## config.mk

```make
export PLATFORM = sky130hd
export DESIGN_NAME = fft_frame_feeder_flat
export DESIGN_NICKNAME = d
export VERILOG_FILES = /design/src/rtl/fft_feed_pkg.sv /design/src/rtl/fft_frame_feeder_if.sv /design/src/rtl/fft_feed_win_rom.sv /design/src/rtl/fft_frame_feeder.sv /design/src/flat_wrapper.sv
export SDC_FILE = /design/constraint.sdc
export NUM_CORES = 1
export LEC_CHECK = 0
export BUFFER_PORTS_ARGS = -buffer_cell sky130_fd_sc_hd__buf_2
export CORE_MARGIN = 2
export CORE_UTILIZATION = 54
export DETAILED_ROUTE_END_ITERATION = 8
export MAX_ROUTING_LAYER = met4
export PLACE_DENSITY = 0.75
export SLEW_MARGIN = 10
export SYNTH_ARGS = -nofsm -noshare
export SYNTH_HDL_FRONTEND = slang
export SYNTH_SLANG_ARGS = --single-unit
```

## constraint.sdc

```tcl
create_clock -name sys_clk -period 2.4 [get_ports sys_clk]
set_input_delay 0.36 -clock sys_clk [delete_from_list [all_inputs] [get_ports sys_clk]]
set_output_delay 0.36 -clock sys_clk [all_outputs]
set_load 0.01 [all_outputs]
```

## src/rtl/fft_feed_pkg.sv

```systemverilog
// fft_feed_pkg: FSM encoding, window constants and ADC-to-signed conversion for the FFT frame feeder
package fft_feed_pkg;
    typedef enum logic [1:0] {IDLE = 2'd0, CAPTURE = 2'd1, FLUSH = 2'd2} state_t;
    localparam int Q15_W = 15;
    localparam logic [15:0] WIN_MAX = 16'h7FFF;
    function automatic logic [15:0] ad_to_s16(input logic [15:0] ad, input int aw, input int sh);
        logic [15:0] x;
        logic signed [15:0] s;
        x = ad ^ (16'd1 << (aw - 1));
        s = $signed(x << (16 - aw));
        s = s >>> (16 - aw);
        return s << sh;
    endfunction
endpackage

```

## src/rtl/fft_frame_feeder_if.sv

```systemverilog
// fft_frame_feeder_if: AXI4-Stream link from the frame feeder to the FFT core s_axis_data port
interface fft_frame_feeder_if;
    logic [31:0] tdata;
    logic        tvalid;
    logic        tready;
    logic        tlast;
    modport master (output tdata, tvalid, tlast, input tready);
    modport slave  (input tdata, tvalid, tlast, output tready);
endinterface

```

## src/rtl/fft_feed_win_rom.sv

```systemverilog
// fft_feed_win_rom: Hann window coefficients in Q1.15 with a one-cycle registered read
module fft_feed_win_rom
    import fft_feed_pkg::*;
#(
    parameter int FRAME_LEN = 1024,
    localparam int AW = $clog2(FRAME_LEN)
) (
    input  logic          sys_clk,
    input  logic [AW-1:0] i_addr,
    output logic [15:0]   o_w
);
    function automatic logic [15:0] hann(input int n);
        real c;
        c = 0.5 * (1.0 - $cos(2.0 * 3.14159265358979 * n / FRAME_LEN));
        return 16'($rtoi($itor(WIN_MAX) * c + 0.5));
    endfunction
    logic [15:0] w_tab [FRAME_LEN];
    logic [15:0] r_w;
    for (genvar n = 0; n < FRAME_LEN; n++) begin : g_tab
        assign w_tab[n] = hann(n);
    end
    always_ff @(posedge sys_clk) r_w <= w_tab[i_addr];
    assign o_w = r_w;
endmodule

```

## src/rtl/fft_frame_feeder.sv

```systemverilog
// fft_frame_feeder: ADC capture, signed conversion and FIFO-buffered AXI4-Stream framing for the FFT core.
// Define FFT_FEED_WINDOW_EN to apply a Hann window in a two-stage pipeline ahead of the FIFO.
module fft_frame_feeder
    import fft_feed_pkg::*;
#(
    parameter int FRAME_LEN  = 1024,
    parameter int FIFO_DEPTH = 16,
    parameter int AD_W       = 10,
    parameter int IN_SHIFT   = 5
) (
    input  logic            sys_clk,
    input  logic            sys_rst,
    input  logic            i_arm,
    input  logic            i_cont,
    input  logic            i_stop,
    input  logic            i_sample_en,
    input  logic [AD_W-1:0] i_ad_data,
    input  logic            i_ovf_clr,
    output logic            o_busy,
    output logic            o_frame_done,
    output logic            o_ovf,
    fft_frame_feeder_if.master m_axis
);
    localparam int CW = $clog2(FRAME_LEN);
    localparam int PW = $clog2(FIFO_DEPTH);
    localparam logic [CW-1:0] LAST = CW'(FRAME_LEN - 1);
    state_t r_state, w_next;
    logic r_cont, r_stop, r_ovf, r_s_v;
    logic [CW-1:0] r_wr_cnt, r_rd_cnt;
    logic [PW:0] r_wp, r_rp;
    logic [15:0] r_mem [FIFO_DEPTH];
    logic [15:0] r_s_d, w_wd;
    logic w_wv, w_kill, w_cap, w_arm, w_empty, w_full, w_rd, w_wv_ok, w_wr, w_drop, w_wrap, w_end, w_fin;
    assign w_cap   = r_state == CAPTURE && i_sample_en;
    assign w_arm   = r_state == IDLE && i_arm;
    assign w_empty = r_wp == r_rp;
    assign w_full  = r_wp[PW-1:0] == r_rp[PW-1:0] && r_wp[PW] != r_rp[PW];
    assign w_rd    = m_axis.tvalid && m_axis.tready;
    // the write stage owns the full check so a dropped sample never advances wr_cnt
    assign w_wv_ok = w_wv && r_state == CAPTURE;
    assign w_wr    = w_wv_ok && (!w_full || w_rd);
    assign w_drop  = w_wv_ok && w_full && !w_rd;
    assign w_wrap  = w_wr && r_wr_cnt == LAST;
    assign w_end   = !r_cont || r_stop || i_stop;
    assign w_fin   = w_rd && m_axis.tlast && (r_wp - r_rp) == (PW+1)'(1);
    assign m_axis.tvalid = !w_empty;
    assign m_axis.tlast  = !w_empty && r_rd_cnt == LAST;
    assign m_axis.tdata  = {16'h0000, w_empty ? 16'h0000 : r_mem[r_rp[PW-1:0]]};
    assign o_ovf = r_ovf;
    always_ff @(posedge sys_clk) r_state <= sys_rst ? IDLE : w_next;
    always_comb begin
        w_next = (r_state == IDLE && i_arm) ? CAPTURE :
                 (r_state == CAPTURE && w_wrap && w_end) ? FLUSH :
                 (r_state == FLUSH && w_fin) ? IDLE : r_state;
    end
    always_comb begin
        o_busy       = r_state != IDLE;
        o_frame_done = w_rd && m_axis.tlast;
    end
    always_ff @(posedge sys_clk) begin
        if (sys_rst) begin
            r_cont   <= 1'b0;
            r_stop   <= 1'b0;
            r_ovf    <= 1'b0;
            r_s_v    <= 1'b0;
            r_wr_cnt <= '0;
            r_rd_cnt <= '0;
            r_wp     <= '0;
            r_rp     <= '0;
        end else begin
            if (w_arm) r_cont <= i_cont;
            r_stop   <= r_state != IDLE && (r_stop || i_stop);
            r_ovf    <= w_drop || (r_ovf && !i_ovf_clr);
            r_s_v    <= w_cap && !w_kill;
            r_wr_cnt <= w_arm ? '0 : w_wr ? r_wr_cnt + 1'b1 : r_wr_cnt;
            r_rd_cnt <= w_arm ? '0 : w_rd ? r_rd_cnt + 1'b1 : r_rd_cnt;
            if (w_wr) r_wp <= r_wp + 1'b1;
            if (w_rd) r_rp <= r_rp + 1'b1;
        end
    end
    always_ff @(posedge sys_clk) begin
        r_s_d <= ad_to_s16(16'(i_ad_data), AD_W, IN_SHIFT);
        if (w_wr) r_mem[r_wp[PW-1:0]] <= w_wd;
    end
`ifdef FFT_FEED_WINDOW_EN
    logic [CW-1:0] r_idx;
    logic [15:0] w_coef, r_p_d, r_q_d;
    logic r_p_v, r_q_v;
    logic signed [32:0] w_prod;
    fft_feed_win_rom #(.FRAME_LEN(FRAME_LEN)) u_rom (.sys_clk(sys_clk), .i_addr(r_idx), .o_w(w_coef));
    assign w_prod = $signed(r_s_d) * $signed({1'b0, w_coef});
    // a drop flushes the in-flight samples and realigns the coefficient index to wr_cnt
    assign w_kill = w_drop;
    assign w_wv   = r_q_v;
    assign w_wd   = r_q_d;
    always_ff @(posedge sys_clk) begin
        if (sys_rst || r_state != CAPTURE || w_drop) begin
            r_p_v <= 1'b0;
            r_q_v <= 1'b0;
        end else begin
            r_p_v <= r_s_v;
            r_q_v <= r_p_v;
        end
        r_p_d <= 16'(w_prod >>> Q15_W);
        r_q_d <= r_p_d;
        r_idx <= (sys_rst || w_arm) ? '0 : w_drop ? r_wr_cnt : w_cap ? r_idx + 1'b1 : r_idx;
    end
`else
    assign w_kill = 1'b0;
    assign w_wv   = r_s_v;
    assign w_wd   = r_s_d;
`endif
endmodule
```

## src/flat_wrapper.sv

```systemverilog
// flat-port wrapper written by rule: the top's interface ports become plain ports
module fft_frame_feeder_flat import fft_feed_pkg::*;
#(
    parameter int FRAME_LEN  = 1024,
    parameter int FIFO_DEPTH = 16,
    parameter int AD_W       = 10,
    parameter int IN_SHIFT   = 5
)
  (sys_clk, sys_rst, i_arm, i_cont, i_stop, i_sample_en, i_ad_data, i_ovf_clr, o_busy, o_frame_done, o_ovf, m_axis_tdata, m_axis_tvalid, m_axis_tlast, m_axis_tready);
  fft_frame_feeder_if m_axis_i ();
  input  logic sys_clk;
  input  logic sys_rst;
  input  logic i_arm;
  input  logic i_cont;
  input  logic i_stop;
  input  logic i_sample_en;
  input  logic [AD_W-1:0] i_ad_data;
  input  logic i_ovf_clr;
  output logic o_busy;
  output logic o_frame_done;
  output logic o_ovf;
  output wire logic [$bits(m_axis_i.tdata)-1:0] m_axis_tdata;
  output wire logic [$bits(m_axis_i.tvalid)-1:0] m_axis_tvalid;
  output wire logic [$bits(m_axis_i.tlast)-1:0] m_axis_tlast;
  input wire logic [$bits(m_axis_i.tready)-1:0] m_axis_tready;
  assign m_axis_tdata = m_axis_i.tdata;
  assign m_axis_tvalid = m_axis_i.tvalid;
  assign m_axis_tlast = m_axis_i.tlast;
  assign m_axis_i.tready = m_axis_tready;
  fft_frame_feeder #(.FRAME_LEN(FRAME_LEN), .FIFO_DEPTH(FIFO_DEPTH), .AD_W(AD_W), .IN_SHIFT(IN_SHIFT)) u_core (.sys_clk(sys_clk), .sys_rst(sys_rst), .i_arm(i_arm), .i_cont(i_cont), .i_stop(i_stop), .i_sample_en(i_sample_en), .i_ad_data(i_ad_data), .i_ovf_clr(i_ovf_clr), .o_busy(o_busy), .o_frame_done(o_frame_done), .o_ovf(o_ovf), .m_axis(m_axis_i));
endmodule
```

==> results.py <==
metrics = {
    "sta": {
        "post-route-min-period_ns": 2.924,
        "finalMaxSlewViolations": 0,
        "clock_skew_ns": 0.008078,
        "fin_ws_ns": -0.5239,
        "maxSlewHeadroom": 0.3497,
        "setup_tns_ns": -4.665,
        "max_freq_mhz": 342.0,
        "rsz0062_at_grt": "true",
        "tightest_slew_ns": 0.9719,
        "hold_viol": 0,
        "setup_viol": 11,
        "finalCritPeriodShare": 1.218,
    },
    "min_path": {
        "whs_endpoint": "u_core.r_cont",
        "holdCritStartpoint": "i_arm",
        "min_path_type": "primary input to flip-flop",
        "worstHoldPathCells": 3,
    },
    "synth": {
        "synth-async-reset-ratio": 0,
        "synthAdderAreaFrac": 0.01868,
        "synth_area_per_cell_um2": 17.33,
        "synth_cell_types": 39,
        "synth_top_family_by_area": "multiplexers",
        "ys_seq_area_frac": 0.6880,
        "synthesis.area_um2": 8438,
        "synthCells": 487,
        "ys_warn_count": 0,
        "synthMuxAreaShare": 0.1412,
        "synth_xor_area_frac": 0.03099,
        "synth_compound_area_frac": 0.01364,
        "ys_seq_elements": 210,
        "synthSimpleGateAreaFrac": 0.06851,
        "synth_edf_count": 160,
        "synthFlopType": "edfxtp_1",
    },
    "grt": {
        "grt_antenna_before_repair": 0,
        "grt_usage": 0.2353,
        "grt_remaining_overflow": 0,
        "first_global_vias": 4724,
        "grt_pass1_wl_um": 27590,
        "grt_max_degree": 22,
    },
    "layout": {
        "areaGrowthSynthToFinish_pct": 19.93,
        "final_util": 0.6632,
        "regArea_um2": 5812,
        "instances_no_fill": 811,
        "layout-drive-gt1-share": 0.3167,
        "multiInputGateArea_um2": 2437,
        "final_nets": 616,
        "diodes": 0,
        "final_common_cell": "edfxtp_1",
        "final_cell_mix": "edfxtp_1, mux4_2, nor2_1, dfxtp_1, buf_4",
        "n_fill_cell": 1018,
    },
    "setup_path": {
        "cp.arrival_ns": 2.56,
        "crit-reg2reg-launch": "u_core.r_wp[0]",
        "path_delay_family": "multiplexers",
        "path_buf_inv": 3,
        "reg2reg_slack_ns": 0.18,
        "worstPathCellList": "buf_6 > buf_12 > mux4_2 > mux4_2 > and2_4 > buf_6",
        "end_kind": "output port",
        "criticalPathCategory": "flip-flop to output port",
        "critPathMaxStageDelay_ns": 0.55,
        "crit_required_ns": 2.04,
        "r2r-end": "u_core.r_state[1]",
        "r2r_cells": 7,
        "worstPathMaxFanout": 7,
        "crit_path_start_kind": "flip-flop",
        "cp_slowest_cell": "mux4_2",
    },
    "die": {
        "core_um2": 15260,
        "rows": 45,
        "num_io_pins": 55,
        "start_util": 0.5530,
        "fp.dieW_um": 129.0,
        "die_h_um": 129.0,
        "die-area_um2": 16640,
    },
    "pwr": {
        "powerDensity_nw_per_um2": 725.3,
        "ir_drop_uv": 640.2,
        "pwr-share-clk": 0.434,
        "switchingPower_uw": 1445,
        "comb_power_share": 0.026,
        "power.share.switching": 0.1969,
        "intPower_uw": 5895,
        "p_leak_uw": 0.003479,
        "p_seq_frac": 0.540,
    },
    "clock_tree": {
        "clock-sinks": 210,
        "cts_tree": "built",
        "path_clk_slew_ns": 0.06,
        "cts_buffers": 22,
        "max-clock-path-buffers": 3,
        "h-tree-depth": 1,
        "root_buffer": "clkbuf_16",
        "worstSkewPairLatency_ns": 0.50,
    },
    "place": {
        "port_buffers": 33,
        "place.gp.congestion": 0.7868,
        "detailedPlace.worstSlack_ns": 0.03207,
        "dp_hpwl_um": 10240,
        "placed_cells": 751,
    },
    "route": {
        "routed_via_density": 5.667,
        "post_drt_wl_per_cell_um": 22.72,
        "num_vias": 4596,
        "drc": 0,
        "firstDrtPassIters": 5,
        "wirelength_um": 18420,
        "drt_iter0_markers": 375,
        "drtAntennaViolNets": 0,
    },
    "outcome": {
        "status": "complete, but fails checks",
        "violations": "setup timing",
    },
    "run": {
        "cap_violations": 0,
    },
}
[worst max path at each step]
| stage | end | cells after the start |
|---|---|---|
| 5_1_grt | m_axis_tdata[15] | 6 |
| 2_1_floorplan | u_core.r_mem[12][0] | 7 |
| 3_3_place_gp | m_axis_tdata[6] | 5 |
| 6_report | m_axis_tdata[15] | 6 |
| 4_1_cts | m_axis_tdata[14] | 6 |
| 3_5_place_dp | m_axis_tdata[6] | 5 |
[worst reg2reg max path, stage by stage (launching register included)]
cell and delay, ns:
dfxtp_1 0.33, inv_1 0.05, ha_1 0.19, inv_1 0.07, fa_1 0.40, or4b_2 0.61
o41ai_1 0.32, a21oi_1 0.11
[sequential cells by signal, summed over array words and instances, names as in the netlist, named ones only]
name	count
u_core.r_state	2
u_core.r_mem	160
u_core.r_wp	5
u_core.o_ovf	1
u_core.r_wr_cnt	10
u_core.r_rd_cnt	10
u_core.r_stop	1
u_core.r_s_d	10
u_core.r_cont	1
u_core.r_rp	5
u_core.r_s_v	1
[layer usage]
metal  wire length [µm]  GRT usage  vias up
met5                  0          -        -
met2               9808     0.4096      185
met4                561    0.07545        0
li1                   -          -     2017
met3               1085    0.04283       43
met1               6968     0.2795     2351
[through the flow]
stage               area (µm²)  hold WS, ns  power, µW
floorplan                 8528       0.3877       4150
global placement          9087       0.4448       4176
detailed placement        9087       0.4505       4183
CTS                      10070       0.1133       7374
global route             10120       0.1304       7523
finish                   10120       0.1287       7340
[synth_stat cells (all sizes together) (2+ instances only)]
library cell	count	share of area
buf	31	0.030
clkbuf	11	0.0049
nor3	6	0.0036
nand4	11	0.0082
and4	4	0.0042
nand3	7	0.0042
xor2	18	0.019
nor2	48	0.021
mux4	50	0.14
ha	11	0.016
a21oi	10	0.0059
o311a	2	0.0024
dfxtp	50	0.12
and3b	2	0.0021
inv	9	0.0040
and2	12	0.0089
nand2b	3	0.0022
xnor2	11	0.012
mux2i	2	0.0024
nand2	14	0.0062
edfxtp	160	0.57
and3	4	0.0030
[what timing repair did]
| item | 4_1_cts | 5_1_grt |
|---|---|---|
| buffers inserted | 5 | 5 |
| gates cloned | 4 | 0 |
| hold buffers | 10 | 0 |
| pin swaps | 5 | 1 |
| hold endpoints to repair | 10 | 0 |
| endpoints found under the setup margin | 14 | 23 |
| resized for setup | 40 | 10 |
[logic make-up (layout without fill, tap and decap cells)]
logic type               Yosys count  after routing
adder cells (fa/ha/maj)           12             12
AND/OR/NAND/NOR                  116            116
multiplexers                      52             52
AO/OA/AOI/OAI                     16             16
XOR/XNOR                          29             29
flip-flops                       210            210
other                              1             21
buffers and inverters             51            144
[power groups by stage]
stage / Clock, µW / Sequential [µW] / Combinational (µW)
global placement: 0 / 4030 / 141
global route: 3350 / 3970 / 204
detailed placement: 0 / 4040 / 144
finish: 3190 / 3960 / 188
floorplan: 0 / 4020 / 129
CTS: 3220 / 3960 / 189
[layout make-up]
class,count,area share
sequential,210,0.5743
multi-input combinational,246,0.2409
timing repair buffer,97,0.08914
clock buffer,30,0.06046
tap,211,0.02609
clock inverter,8,0.005811
inverter,9,0.003338
(Power assumes the default switching activity.)
